==> config.mk <==
export PLATFORM = sky130hd
export DESIGN_NAME = sequence_game_ctrl
export DESIGN_NICKNAME = d
export VERILOG_FILES = /design/src/rtl/sequence_game_ctrl.sv
export SDC_FILE = /design/constraint.sdc
export NUM_CORES = 1
export LEC_CHECK = 0
export CELL_PAD_IN_SITES_DETAIL_PLACEMENT = 1
export CELL_PAD_IN_SITES_GLOBAL_PLACEMENT = 2
export CORE_MARGIN = 4
export CORE_UTILIZATION = 34
export CTS_BUF_LIST = sky130_fd_sc_hd__clkbuf_16
export CTS_CLUSTER_DIAMETER = 100
export DETAILED_ROUTE_END_ITERATION = 7
export MAX_ROUTING_LAYER = met4
export PLACE_DENSITY = 0.87
export SYNTH_ARGS = -nofsm -noshare
export SYNTH_HDL_FRONTEND = slang
export SYNTH_SLANG_ARGS = --single-unit
==> constraint.sdc <==
create_clock -name clock -period 2.79 [get_ports clock]
set_input_delay 0.837 -clock clock [delete_from_list [all_inputs] [get_ports clock]]
set_output_delay 0.837 -clock clock [all_outputs]
set_load 0.05 [all_outputs]
==> src/rtl/sequence_game_ctrl.sv <==
// Memory-game controller: plays back a growing prefix of the pattern ROM, then checks the player's presses.
// Optional press timeout is enabled by defining SEQUENCE_TIMEOUT_EN.
module sequence_game_ctrl #(
    parameter int SHOW_CYCLES    = 25_000_000,
    parameter int GAP_CYCLES     = 12_500_000,
    parameter int TIMEOUT_CYCLES = 150_000_000,
    parameter int TIMER_W        = 28
) (
    input  logic       clock,
    input  logic       reset_n,
    input  logic       start,
    input  logic [6:0] buttons,
    input  logic [6:0] rom_data,
    output logic [3:0] rom_addr,
    output logic [6:0] leds,
    output logic [3:0] round,
    output logic       busy,
    output logic       win,
    output logic       lose
);

    localparam logic [2:0] IDLE         = 3'd0;
    localparam logic [2:0] SHOW_FETCH   = 3'd1;
    localparam logic [2:0] SHOW_ON      = 3'd2;
    localparam logic [2:0] SHOW_OFF     = 3'd3;
    localparam logic [2:0] WAIT_FETCH   = 3'd4;
    localparam logic [2:0] WAIT_PRESS   = 3'd5;
    localparam logic [2:0] WAIT_RELEASE = 3'd6;
    localparam logic [2:0] DONE         = 3'd7;

    localparam logic [TIMER_W-1:0] SHOW_LAST    = TIMER_W'(SHOW_CYCLES - 1);
    localparam logic [TIMER_W-1:0] GAP_LAST     = TIMER_W'(GAP_CYCLES - 1);
    localparam logic [3:0]         LAST_ITEM    = 4'd15;

`ifdef SEQUENCE_TIMEOUT_EN
    localparam logic [TIMER_W-1:0] TIMEOUT_LAST = TIMER_W'(TIMEOUT_CYCLES - 1);
`else
    logic unused_timeout;
    assign unused_timeout = (TIMEOUT_CYCLES > 0);
`endif

    logic [2:0]         state_q,    state_d;
    logic [TIMER_W-1:0] timer_q,    timer_d;
    logic [3:0]         rom_addr_q, rom_addr_d;
    logic [3:0]         round_q,    round_d;
    logic               busy_q,     busy_d;
    logic               win_q,      win_d;
    logic               lose_q,     lose_d;

    // NOTE: every always_comb output gets a default first, so no path can infer a latch.
    always_comb begin
        state_d    = state_q;
        timer_d    = timer_q + 1'b1;
        rom_addr_d = rom_addr_q;
        round_d    = round_q;
        busy_d     = busy_q;
        win_d      = win_q;
        lose_d     = lose_q;

        case (state_q)
            IDLE, DONE: begin
                if (start) begin
                    round_d    = '0;
                    rom_addr_d = '0;
                    win_d      = 1'b0;
                    lose_d     = 1'b0;
                    busy_d     = 1'b1;
                    state_d    = SHOW_FETCH;
                end
            end
            SHOW_FETCH: state_d = SHOW_ON;
            SHOW_ON: begin
                if (timer_q == SHOW_LAST) state_d = SHOW_OFF;
            end
            SHOW_OFF: begin
                if (timer_q == GAP_LAST) begin
                    if (rom_addr_q < round_q) begin
                        rom_addr_d = rom_addr_q + 1'b1;
                        state_d    = SHOW_FETCH;
                    end else begin
                        rom_addr_d = '0;
                        state_d    = WAIT_FETCH;
                    end
                end
            end
            WAIT_FETCH: state_d = WAIT_PRESS;
            WAIT_PRESS: begin
                // Exact match only: pressing extra buttons alongside the right one is a miss.
                if (buttons != '0) begin
                    if (buttons == rom_data) begin
                        state_d = WAIT_RELEASE;
                    end else begin
                        lose_d  = 1'b1;
                        busy_d  = 1'b0;
                        state_d = DONE;
                    end
                end
`ifdef SEQUENCE_TIMEOUT_EN
                else if (timer_q == TIMEOUT_LAST) begin
                    lose_d  = 1'b1;
                    busy_d  = 1'b0;
                    state_d = DONE;
                end
`endif
            end
            WAIT_RELEASE: begin
                if (buttons == '0) begin
                    if (rom_addr_q < round_q) begin
                        rom_addr_d = rom_addr_q + 1'b1;
                        state_d    = WAIT_FETCH;
                    end else if (round_q == LAST_ITEM) begin
                        win_d   = 1'b1;
                        busy_d  = 1'b0;
                        state_d = DONE;
                    end else begin
                        round_d    = round_q + 1'b1;
                        rom_addr_d = '0;
                        state_d    = SHOW_FETCH;
                    end
                end
            end
            default: state_d = IDLE;
        endcase

        // Each phase's length is measured from its own entry.
        if (state_d != state_q) timer_d = '0;
    end

    // NOTE: sequential state uses non-blocking assignments so all flops update together.
    always_ff @(posedge clock or negedge reset_n) begin
        if (!reset_n) begin
            state_q    <= IDLE;
            timer_q    <= '0;
            rom_addr_q <= '0;
            round_q    <= '0;
            busy_q     <= 1'b0;
            win_q      <= 1'b0;
            lose_q     <= 1'b0;
        end else begin
            state_q    <= state_d;
            timer_q    <= timer_d;
            rom_addr_q <= rom_addr_d;
            round_q    <= round_d;
            busy_q     <= busy_d;
            win_q      <= win_d;
            lose_q     <= lose_d;
        end
    end

    always_comb begin
        leds = '0;
        if (state_q == SHOW_ON) leds = rom_data;
    end

    assign rom_addr = rom_addr_q;
    assign round    = round_q;
    assign busy     = busy_q;
    assign win      = win_q;
    assign lose     = lose_q;

endmodule

# --- Word level (Yosys, flattened, before mapping) ---
# Cells that the tools add are included.
op_classes:
  order_cmp: 1
  div_mod_pow: 0
  multipliers: 0
  addsub: 3
  n_eq_ne: 21
  n_shift: 0
  n_reduce_logical: 13
  mux: 38
  bitwise_logic: 0
ops:
  columns: ["operator", "count"]
  rows:
  - ["4-bit two-way mux", 9]
  - ["28-bit by 1-bit adder with 28-bit output (second input constant)", 1]
  - ["28-bit by 24-bit == test with 1-bit output (second input constant)", 1]
  - ["28-bit by 25-bit == test with 1-bit output (second input constant)", 1]
  - ["28-bit two-way mux", 1]
  - ["3-bit two-way mux", 8]
  - ["3-bit case mux with 7 select lines", 1]
  - ["2-bit != test (second input constant)", 8]
  - ["5-bit AND reduction", 3]
  - ["1-bit two-way mux", 13]
  - ["3-bit == test (second input constant)", 4]
  - ["4-bit case mux with 3 select lines", 1]
  - ["4-bit by 1-bit adder with 4-bit output (second input constant)", 2]
  - ["4-bit case mux with 2 select lines", 1]
  - ["7-bit == test", 1]
  - ["7-bit logical NOT", 1]
  - ["7-bit two-way mux", 1]
  - ["7-bit AND reduction", 1]
  - ["7-bit nonzero test", 1]
  - ["3-bit by 2-bit == test with 1-bit output (second input constant)", 2]
  - ["3-bit nonzero test", 2]
  - ["4-bit == test (second input constant)", 1]
  - ["4-bit < comparator", 1]
  - ["1-bit case mux with 2 select lines", 2]
  - ["8 further kinds", 9]
word_totals:
  latchBits: 0
  out_inout_bits: 18
  ramBits: 0
  memories: 0
  ff_bits: 42
  input_bits: 17
  mem_bits_ro: 0

# --- Longest topological paths before layout ---
# Gate-level depths: netlist (run 1).
logic_depth:
  depth_word: 7
  depth_mapped: 9

# --- Worst setup path before layout (run 1) ---
# No wires, ideal clock.
synth_path:
  path_type: "reg2reg"
  startpoint: "register round_q[1] (netlist: round[1])"
  endpoint: "register timer_q[25]"
  n_path_buf: 1
  stages_incl_launch_ff: 9
  slack_ps: 57
  setup_time_ps: 119
  period_less_slack_ps: 2733
  required_ps: 2671
  t_arrival_ps: 2614
  path_cell_list: "dfrtp_1 > inv_1 > ha_1 > a2111oi_1 > or2_2 > o21ai_0 > o32ai_4 > buf_6 > nor2_1"
synth_between:
  elab_chain_len: 7
synth_rtl:
  columns: ["element", "line_no", "source"]
  rows:
  - ["start: declaration", "45", "logic [3:0] round_q, round_d;"]
  - ["start signal: assignment", "143", "round_q <= round_d;"]
  - ["parallel branches: the longest is 4 deep, another holds 4-bit < comparator", null, null]
  - ["3-bit case mux with 7 select lines *", "60", "case (state_q)"]
  - ["3-bit != test *", "126", "if (state_d != state_q) timer_d = '0;"]
  - ["28-bit two-way mux *", "126", null]
  - ["net timer_d[25]", "43", "logic [TIMER_W-1:0] timer_q, timer_d;"]
  - ["end signal: assignment", "141", "timer_q <= timer_d;"]
  - ["end: declaration", "43", null]
# Mark *: on every way through the listed nets, which the timed path passes.
# A chain may end at the register's enable or synchronous reset.

# --- Final worst setup path (run 1) ---
layout_path:
  startpoint: "input buttons[1]"
  endpoint: "register timer_q[27]"
layout_between:
  elab_chain_len: 6
layout_rtl:
  columns: ["element", "line_no", "source"]
  rows:
  - ["start: declaration", "12", "input logic [6:0] buttons,"]
  - ["7-bit == test", "90", "if (buttons == rom_data) begin"]
  - ["1-bit two-way mux", "90", null]
  - ["3-bit two-way mux", "89", "if (buttons != '0) begin"]
  - ["3-bit case mux with 7 select lines *", "60", null]
  - ["3-bit != test *", "126", null]
  - ["28-bit two-way mux *", "126", null]
  - ["net timer_d[27]", "43", null]
# The timed path passes the listed nets; every way through them passes the cells marked *.

==> results of run 1 <==
[per-layer routing]
metal | global-route usage, % | up-vias
li1 | - | 1195
met1 | 22.3 | 1235
met2 | 32.8 | 28
met3 | 2.81 | 6
met4 | 4.38 | 0
met5 | - | -
[state kept, by name, indices dropped and copies added (netlist names)]
signal,cells
timer_q,28
win,1
busy,1
state_q,3
round,4
lose,1
rom_addr,4
[synth_stat cells (all sizes together), types with 2 or more instances]
cell	count
nor2	46
a31oi	3
xnor2	10
clkbuf	8
and3	9
o21ai	14
nor4b	2
o22ai	2
and2	9
nor2b	3
inv	6
a21oi	8
nand2b	3
nand4	7
ha	6
or3	3
or4	2
and4	4
nand3b	3
xor2	23
or2	4
nor3	4
buf	2
nand2	30
o31ai	6
nor4	6
a22o	2
nand3	16
dfrtp	42
a21o	4
[placed cells by master (no fill, tap or decap), drive strengths merged, types with 3 or more instances in the layout]
| master | count |
|---|---|
| xnor2 | 10 |
| dfrtp | 42 |
| o21ai | 14 |
| inv | 6 |
| ha | 6 |
| or2 | 4 |
| nor4 | 6 |
| dlymetal6s2s | 4 |
| clkbuf | 5 |
| a21o | 4 |
| and3 | 9 |
| nand3b | 3 |
| nor3 | 4 |
| nand4 | 7 |
| or3 | 3 |
| clkdlybuf4s50 | 22 |
| and2 | 9 |
| nor2b | 3 |
| nor2 | 46 |
| xor2 | 23 |
| and4 | 4 |
| buf | 38 |
| nand2 | 30 |
| o31ai | 6 |
| nand2b | 3 |
| a31oi | 3 |
| nand3 | 16 |
| a21oi | 8 |
[per-stage QoR]
step	power (uW)	cells	setup TNS [ps]	setup slack (ps)	utilization, %
detailed placement	1180	451	-13630	-431	45.0
finish	1750	463	0	109	48.8
global route	1850	463	0	31.1	48.8
CTS	1760	463	-139	-20.1	48.5
global placement	1150	451	-12420	-380	45.0
floorplan	1010	302	0	57.0	-
[cell type report]
type / instances / area, sq um / area share, %
clock buffer: 5 / 125 / 3.46
clock inverter: 3 / 16.3 / 0.450
inverter: 6 / 22.5 / 0.623
multi-input combinational: 244 / 1590 / 44.0
sequential: 42 / 1050 / 29.1
tap: 99 / 124 / 3.43
timing repair buffer: 64 / 684 / 18.9
[logic make-up (layout without fill, tap and decap cells)]
kind of cell / count (synthesis) / in the layout / synth area share, %
DFF: 42 / 42 / 39.7
buffers and inverters: 16 / 78 / 2.83
adders and majority gates: 6 / 6 / 2.83
AOI/OAI and AO/OA: 52 / 52 / 14.0
and+or+nand+nor: 153 / 153 / 29.7
xor gates and xnor gates: 33 / 33 / 10.9
[worst max-delay path: stages]
cell and delay, ps:
clkdlybuf4s50_1 410, or3_1 390, or2_4 280, o41ai_4 300, a31oi_2 90, o32ai_4 200, buf_6 160, buf_16 110
nor2_1 50
[what timing repair did]
action,CTS,global route
buffers inserted,2,1
pin swaps,3,4
endpoints found under the setup margin,29,32
gates resized for setup,9,17
cloned,2,0
[power groups by stage]
stage	clock network [uW]	registers, uW	logic (uW)
final	572	817	357
after CTS	587	817	354
after detailed placement	0	828	350
after global routing	618	837	396
after floorplan	0	798	215
after global placement	0	820	332
[worst max-delay path by stage]
stage | depth (start not counted) | start | slack, ps | endpoint
finish | 9 | buttons[1] | 110 | timer_q[27]
detailed placement | 8 | buttons[2] | -430 | timer_q[23]
floorplan | 8 | round[1] | 60 | timer_q[25]
CTS | 8 | buttons[2] | -20 | timer_q[8]
global route | 9 | buttons[1] | 30 | timer_q[20]
global placement | 8 | buttons[2] | -380 | timer_q[9]
==> impl_metrics.env, run 1 <==
export IMPL_start_util_pct=35.8
export IMPL_grt_pass1_wl_um=13200
export IMPL_clkSlewWorstSetupHoldPaths_ps=60
export IMPL_highest_layer="met4"
export IMPL_die_height_um=96.3
export IMPL_drtIter0Drc=41
export IMPL_cts_tree="yes"
export IMPL_holdWs_ps=498
export IMPL_syn_area_per_cell_sq_um=8.77
export IMPL_grtUsageTotal_pct=18.6
export IMPL_hold_buffers=0
export IMPL_antenna_found_initial=0
export IMPL_endpoint_kind="flop"
export IMPL_hpwl_um=5610
export IMPL_min_path_type="reg -> reg"
export IMPL_drtPass1Iterations=4
export IMPL_rr_endpoint="timer_q[27]"
export IMPL_routed_wl_um=7810
export IMPL_pwr_share_clk_pct=32.8
export IMPL_switching_share_pct=31.3
export IMPL_die_x_um=96.3
export IMPL_ys_flop_type="dfrtp_1"
export IMPL_grt_pass1_vias=2695
export IMPL_synth_largest_area_cell="dfrtp_1"
export IMPL_cts_buffers=5
export IMPL_finalCritPeriodShare_pct=96.1
export IMPL_worstSetupPathType="in -> reg"
export IMPL_rows=31
export IMPL_hp_start="timer_q[0]"
export IMPL_worstMarginPinSlew_ps=562
export IMPL_skew_ps=6.72
export IMPL_peakVddDrop_v=0.000325
export IMPL_maxClockFrequency_ghz=0.373
export IMPL_cap_violations=0
export IMPL_setup_viol=0
export IMPL_ys_ff_latch=42
export IMPL_core_area_sq_um=7410
export IMPL_hold_path_depth=1
export IMPL_p_leak_uw=0.00151
export IMPL_vias_per_cell=5.32
export IMPL_htreeDepth=2
export IMPL_dr_total_vias=2464
export IMPL_avgRoutedWirePerCell_um=16.9
export IMPL_internal_power_uw=1200
export IMPL_ys_seq_area_share_pct=39.7
export IMPL_fillers=866
export IMPL_gp_congestion=0.798
export IMPL_status="complete, no violations"
export IMPL_crit_reg2reg_launch="timer_q[22]"
export IMPL_drv_slew=0
export IMPL_synth_edf_count=0
export IMPL_insertedDiodeCount=0
export IMPL_yosysUniqueCellTypes=49
export IMPL_syn_inst=302
export IMPL_cp_arrival_ps=2850
export IMPL_min_to="timer_q[0]"
export IMPL_finalHoldViolations=0
export IMPL_min_period_ps=2680
export IMPL_drc=0
export IMPL_path_max_fanout=7
export IMPL_grt_max_degree=22
export IMPL_ys_async_sr_fraction_pct=100
export IMPL_dr_wl_met2_um=4190
export IMPL_wl_met1_um=3410
export IMPL_synth_warnings=0
export IMPL_p_sw_uw=547
export IMPL_synth_top_area_share_pct=39.7
export IMPL_p_comb_share_pct=20.5
export IMPL_synthesis_nets=325
export IMPL_r2r_slack_ps=230
export IMPL_place_area_sq_um=3330
export IMPL_cts_root_buf="clkbuf_16"
export IMPL_dr_wl_met3_um=152
export IMPL_area_growth_pct=36.3
export IMPL_synthTopCellsByArea="dfrtp_1, xor2_1, nor2_1, nand2_1, xnor2_1"
export IMPL_layout_nets=386
export IMPL_seq_power_share_pct=46.8
export IMPL_netlist_area_sq_um=2650
export IMPL_die_area_sq_um=9270
export IMPL_grt_overflow_total=0
export IMPL_drtAntennaViolNets=0
export IMPL_portBuffers=34
export IMPL_clock_path_buffers=2
export IMPL_cp_start_kind="input pin"
export IMPL_maxSlewHeadroom_pct=62.4
export IMPL_num_io_pins=35
export IMPL_clock_sinks=42
export IMPL_required_ps=2960
export IMPL_clock_latency_ps=280
export IMPL_drive_gt1_share_pct=18.1
export IMPL_design_area_sq_um=3610
export IMPL_rsz0062_at_grt="false"
export IMPL_reg2reg_depth=8
export IMPL_p_per_area_nw_per_um2=483
Power figures use the tool's default switching activity.
==> run 2, diff against run 1 <==
--- a/config.mk
+++ b/config.mk
@@ -12,6 +12,7 @@
 export CTS_BUF_LIST = sky130_fd_sc_hd__clkbuf_16
 export CTS_CLUSTER_DIAMETER = 100
 export DETAILED_ROUTE_END_ITERATION = 7
+export GPL_TIMING_DRIVEN = 0
 export MAX_ROUTING_LAYER = met4
 export PLACE_DENSITY = 0.87
 export SYNTH_ARGS = -nofsm -noshare
==> impl_metrics.env, run 2 (same netlist as run 1, synthesis figures left out) <==
export IMPL_cp_cell_sequence="dlygate4sd2_1 -> or4_4 -> or2_4 -> o41ai_4 -> a31oi_4 -> o32ai_4 -> buf_6 -> buf_6 -> nor2_1"
export IMPL_clkSlewWorstSetupHoldPaths_ps=60
export IMPL_cts_root_buf="clkbuf_16"
export IMPL_grt_overflow_total=0
export IMPL_largest_reg_flops=28
export IMPL_path_max_fanout=5
export IMPL_die_x_um=96.3
export IMPL_setup_viol=0
export IMPL_reg2reg_depth=9
export IMPL_drive_gt1_share_pct=11.4
export IMPL_design_area_sq_um=3410
export IMPL_cts_buffers=5
export IMPL_portBuffers=34
export IMPL_max_flop_register="timer_q"
export IMPL_final_common_cell="nor2_1"
export IMPL_hold_path_depth=1
export IMPL_p_leak_uw=0.00140
export IMPL_clock_latency_ps=290
export IMPL_p_per_area_nw_per_um2=526
export IMPL_grt_pass1_wl_um=12900
export IMPL_layout_nets=373
export IMPL_clock_path_buffers=2
export IMPL_drtAntennaViolNets=0
export IMPL_crit_cells=9
export IMPL_critPathMaxStageDelay_ps=500
export IMPL_endpoint_kind="flop"
export IMPL_place_ws_ps=-932
export IMPL_crit_family="simple AND/OR/NAND/NOR gates"
export IMPL_required_ps=2960
export IMPL_drtIter0Drc=49
export IMPL_fin_tns_setup_ps=0
export IMPL_area_growth_pct=28.7
export IMPL_cts_tree="yes"
export IMPL_clock_sinks=42
export IMPL_cp_start_kind="input pin"
export IMPL_gp_congestion=0.816
export IMPL_die_height_um=96.3
export IMPL_cap_violations=0
export IMPL_maxSlewHeadroom_pct=59.8
export IMPL_crit_buf_inv=3
export IMPL_hpwl_um=5450
export IMPL_worstMarginPinSlew_ps=602
export IMPL_num_io_pins=35
export IMPL_drc=0
export IMPL_rows=31
export IMPL_antenna_found_initial=0
export IMPL_fillers=871
export IMPL_htreeDepth=2
export IMPL_die_area_sq_um=9270
export IMPL_drtPass1Iterations=4
export IMPL_cp_slowest_cell="or4_4"
export IMPL_core_area_sq_um=7410
export IMPL_hold_buffers=0
export IMPL_min_path_type="reg -> reg"
export IMPL_finalHoldViolations=0
export IMPL_dr_total_vias=2376
export IMPL_routed_wl_um=7720
export IMPL_final_cell_mix="nor2_1, dfrtp_1, nand2_1, xor2_1, clkdlybuf4s50_1"
export IMPL_grtUsageTotal_pct=18.4
export IMPL_start_util_pct=35.8
export IMPL_skew_ps=5.90
export IMPL_avgRoutedWirePerCell_um=17.2
export IMPL_min_period_ps=2700
export IMPL_drv_slew=0
export IMPL_cp_common_cell="buf_6"
export IMPL_peakVddDrop_v=0.000299
export IMPL_status="complete, no violations"
export IMPL_grt_max_degree=24
export IMPL_setup_slack_ps=93.4
export IMPL_insertedDiodeCount=0
export IMPL_cp_arrival_ps=2870
export IMPL_finalCritPeriodShare_pct=96.7
export IMPL_maxClockFrequency_ghz=0.371
export IMPL_grt_pass1_vias=2640
export IMPL_vias_per_cell=5.29
export IMPL_place_area_sq_um=3130
export IMPL_rsz0062_at_grt="false"
export IMPL_worstSetupPathType="in -> reg"
==> run 2: cell types whose count changed in the layout (fill, tap and decap cells not counted), moves of 2 or more <==
cell             delta
clkdlybuf4s15_2     +7
clkdlybuf4s50_1     -3
dlygate4sd2_1       +4
clkbuf_1            +7
nor2_2              -4
clkdlybuf4s15_1     +2
dlymetal6s2s_1      -3
o21ai_1             -2
nor2_1              +4
buf_6               +3
buf_4              -23
buf_12              -7
o21ai_0             +2
==> run 2: cell type report <==
class	instances	area, sq um	area share (%)
timing repair buffer	42	427	12.5
tap	99	124	3.63
buffer	9	48.8	1.43
inverter	6	22.5	0.660
clock inverter	2	33.8	0.990
sequential	42	1050	30.8
clock buffer	5	125	3.67
multi-input combinational	244	1580	46.3
==> run 2: final timing paths <==
| path | endpoint | start | slack, ps |
|---|---|---|---|
| setup / recovery | timer_q[22] | buttons[4] | 90 |
| hold / removal | timer_q[0] | timer_q[0] | 480 |
| hold reg to reg | timer_q[0] | timer_q[0] | 480 |
| setup reg to reg | timer_q[22] | round[1] | 170 |
| min in group asynchronous | win | reset_n | 510 |
| max in group asynchronous | timer_q[27] | reset_n | 1760 |
==> run 2: repair_timing <==
item | CTS | global route
setup buffers | 5 | 0
setup endpoints to repair | 40 | 30
pin swaps | 4 | 5
gates resized for setup | 40 | 5
cloned | 2 | 0
==> run 2: worst reg2reg max path, stage by stage, from the launching register on <==
cell,delay (ps)
dfrtp_1,420
inv_1,70
ha_1,310
a2111oi_2,560
or2_2,270
o21ai_0,190
o32ai_4,370
buf_6,160
buf_6,110
nor2_1,50
==> run 2: metrics by stage <==
stage | total power, uW | hold WS, ps | util, % | std cells
2_1_floorplan | 1010 | 450 | - | 302
3_3_place_gp | 1120 | 476 | 42.0 | 435
3_5_place_dp | 1140 | 479 | 42.2 | 436
4_1_cts | 1800 | 486 | 45.9 | 449
5_1_grt | 1880 | 519 | 46.0 | 449
6_report | 1790 | 477 | 46.0 | 449
==> run 2: routing by layer <==
layer / up-vias / wire [um] / track usage [%]
li1: 1166 / - / -
met4: 0 / 31 / 3.55
met1: 1181 / 3320 / 20.6
met2: 24 / 4200 / 34.6
met3: 5 / 168 / 2.66
met5: - / 0 / -
==> run 2: power by group <==
part           internal, uW  total, uW  switching (uW)
clock network           414        659             245
registers               702        817             115
logic                   138        316             178
total                  1260       1790             538
==> run 3, diff against run 2 <==
--- a/config.mk
+++ b/config.mk
@@ -14,7 +14,7 @@
 export DETAILED_ROUTE_END_ITERATION = 7
 export GPL_TIMING_DRIVEN = 0
 export MAX_ROUTING_LAYER = met4
-export PLACE_DENSITY = 0.87
+export PLACE_DENSITY = 0.83
 export SYNTH_ARGS = -nofsm -noshare
 export SYNTH_HDL_FRONTEND = slang
 export SYNTH_SLANG_ARGS = --single-unit
==> impl_metrics.env, run 3 (same netlist as run 1, synthesis figures left out) <==
export IMPL_die_x_um=96.3
export IMPL_place_area_sq_um=3130
export IMPL_maxClockFrequency_ghz=0.366
export IMPL_clkSlewWorstSetupHoldPaths_ps=60
export IMPL_p_per_area_nw_per_um2=519
export IMPL_clock_latency_ps=280
export IMPL_max_flop_register="timer_q"
export IMPL_status="complete, no violations"
export IMPL_rr_endpoint="timer_q[24]"
export IMPL_core_area_sq_um=7410
export IMPL_dr_total_vias=2399
export IMPL_drc=0
export IMPL_num_io_pins=35
export IMPL_fin_tns_setup_ps=0
export IMPL_vias_per_cell=5.31
export IMPL_multiInputGateArea_sq_um=1590
export IMPL_portBuffers=34
export IMPL_layout_nets=375
export IMPL_drive_gt1_share_pct=12.7
export IMPL_crit_reg2reg_launch="timer_q[23]"
export IMPL_grt_pass1_vias=2593
export IMPL_cp_arrival_ps=2900
export IMPL_reg2reg_depth=9
export IMPL_avgRoutedWirePerCell_um=16.7
export IMPL_finalCritPeriodShare_pct=97.9
export IMPL_min_path_type="in -> async"
export IMPL_die_height_um=96.3
export IMPL_routed_wl_um=7550
export IMPL_hold_buffers=0
export IMPL_final_cell_mix="nor2_1, dfrtp_1, nand2_1, xor2_1, clkdlybuf4s50_1"
export IMPL_clock_sinks=42
export IMPL_clock_path_buffers=2
export IMPL_maxSlewHeadroom_pct=64.0
export IMPL_antenna_found_initial=0
export IMPL_grtUsageTotal_pct=18.2
export IMPL_power_uw=1790
export IMPL_area_growth_pct=30.3
export IMPL_path_max_fanout=7
export IMPL_worstMarginPinSlew_ps=538
export IMPL_gp_congestion=0.826
export IMPL_skew_ps=6.04
export IMPL_finalHoldViolations=0
export IMPL_r2r_slack_ps=180
export IMPL_start_util_pct=35.8
export IMPL_htreeDepth=2
export IMPL_grt_pass1_wl_um=12800
export IMPL_regArea_sq_um=1050
export IMPL_setup_viol=0
export IMPL_cts_root_buf="clkbuf_16"
export IMPL_worstSetupPathType="in -> reg"
export IMPL_p_leak_uw=0.00142
export IMPL_drtAntennaViolNets=0
export IMPL_min_period_ps=2730
export IMPL_largest_reg_flops=28
export IMPL_fillers=857
export IMPL_cts_tree="yes"
export IMPL_final_common_cell="nor2_1"
export IMPL_cts_buffers=5
export IMPL_endpoint_kind="flop"
export IMPL_hpwl_um=5450
export IMPL_grt_max_degree=29
export IMPL_drtIter0Drc=31
export IMPL_grt_overflow_total=0
export IMPL_cp_start_kind="input pin"
export IMPL_rsz0062_at_grt="false"
export IMPL_peakVddDrop_v=0.000381
export IMPL_insertedDiodeCount=0
export IMPL_drtPass1Iterations=4
export IMPL_required_ps=2960
export IMPL_drv_slew=0
export IMPL_rows=31
export IMPL_design_area_sq_um=3450
export IMPL_die_area_sq_um=9270
export IMPL_cap_violations=0
run 3: cell types whose count changed in the layout (fill, tap and decap cells not counted), sizes merged:
cell and change:
buf +2, clkbuf +2, clkinv -1, dlygate4sd2 -1
dlymetal6s2s -1, inv +2
run 3: how the worst max path moves through the flow:
stage                from  depth (start not counted)     endpoint  slack [ps]
2_1_floorplan    round[1]                          8  timer_q[25]          60
3_3_place_gp   buttons[2]                          8  timer_q[18]        -860
3_5_place_dp   buttons[2]                          8  timer_q[11]        -890
4_1_cts        buttons[6]                         10  timer_q[26]         0.7
5_1_grt        buttons[4]                         10  timer_q[24]           1
6_report       buttons[4]                         10  timer_q[24]          60
run 3: through the flow:
stage	setup slack (ps)	util (%)	hold WS (ps)	cells
CTS	0.676	46.5	483	452
finish	59.6	46.6	469	452
global route	1.43	46.6	493	452
detailed placement	-886	42.2	489	436
global placement	-861	42.0	480	435
floorplan	57.0	-	450	302
run 3: routing by layer:
layer | GRT usage, % | share of wire (%)
met1 | 20.4 | 42
met2 | 33.3 | 54
met3 | 3.52 | 2.1
met4 | 3.55 | 1.2
met5 | - | 0
run 3: layout make-up:
class                           instances  area share (%)
Timing Repair Buffer                   44            13.1
Clock buffer                            5            3.62
Clock inverter                          3            1.09
Sequential cell                        42            30.4
Multi-Input combinational cell        244            46.0
Tap cell                               99            3.59
Inverter                                6           0.652
Buffer                                  9            1.52
run 3: where the power goes:
part	internal [uW]	total (uW)	switching, uW	leakage [uW]
clock	417	665	249	0.0000864
sequential	702	811	109	0.000510
combinational	139	317	178	0.000824
total	1260	1790	536	0.00142
run 3: timing repair:
action | CTS | global route
gates resized for setup | 44 | 5
cloned | 2 | 0
pin swaps | 5 | 4
hold endpoints to repair | 0 | 0
buffers inserted | 6 | 1
setup endpoints to repair | 40 | 27
run 3: worst max-delay path, stage by stage:
cell and delay (ps):
clkdlybuf4s15_1 190, or4_4 510, or2_4 300, o41ai_4 370, a31oi_2 100, o32ai_4 170, buf_12 180, buf_6 100
buf_8 100, nor2_1 40
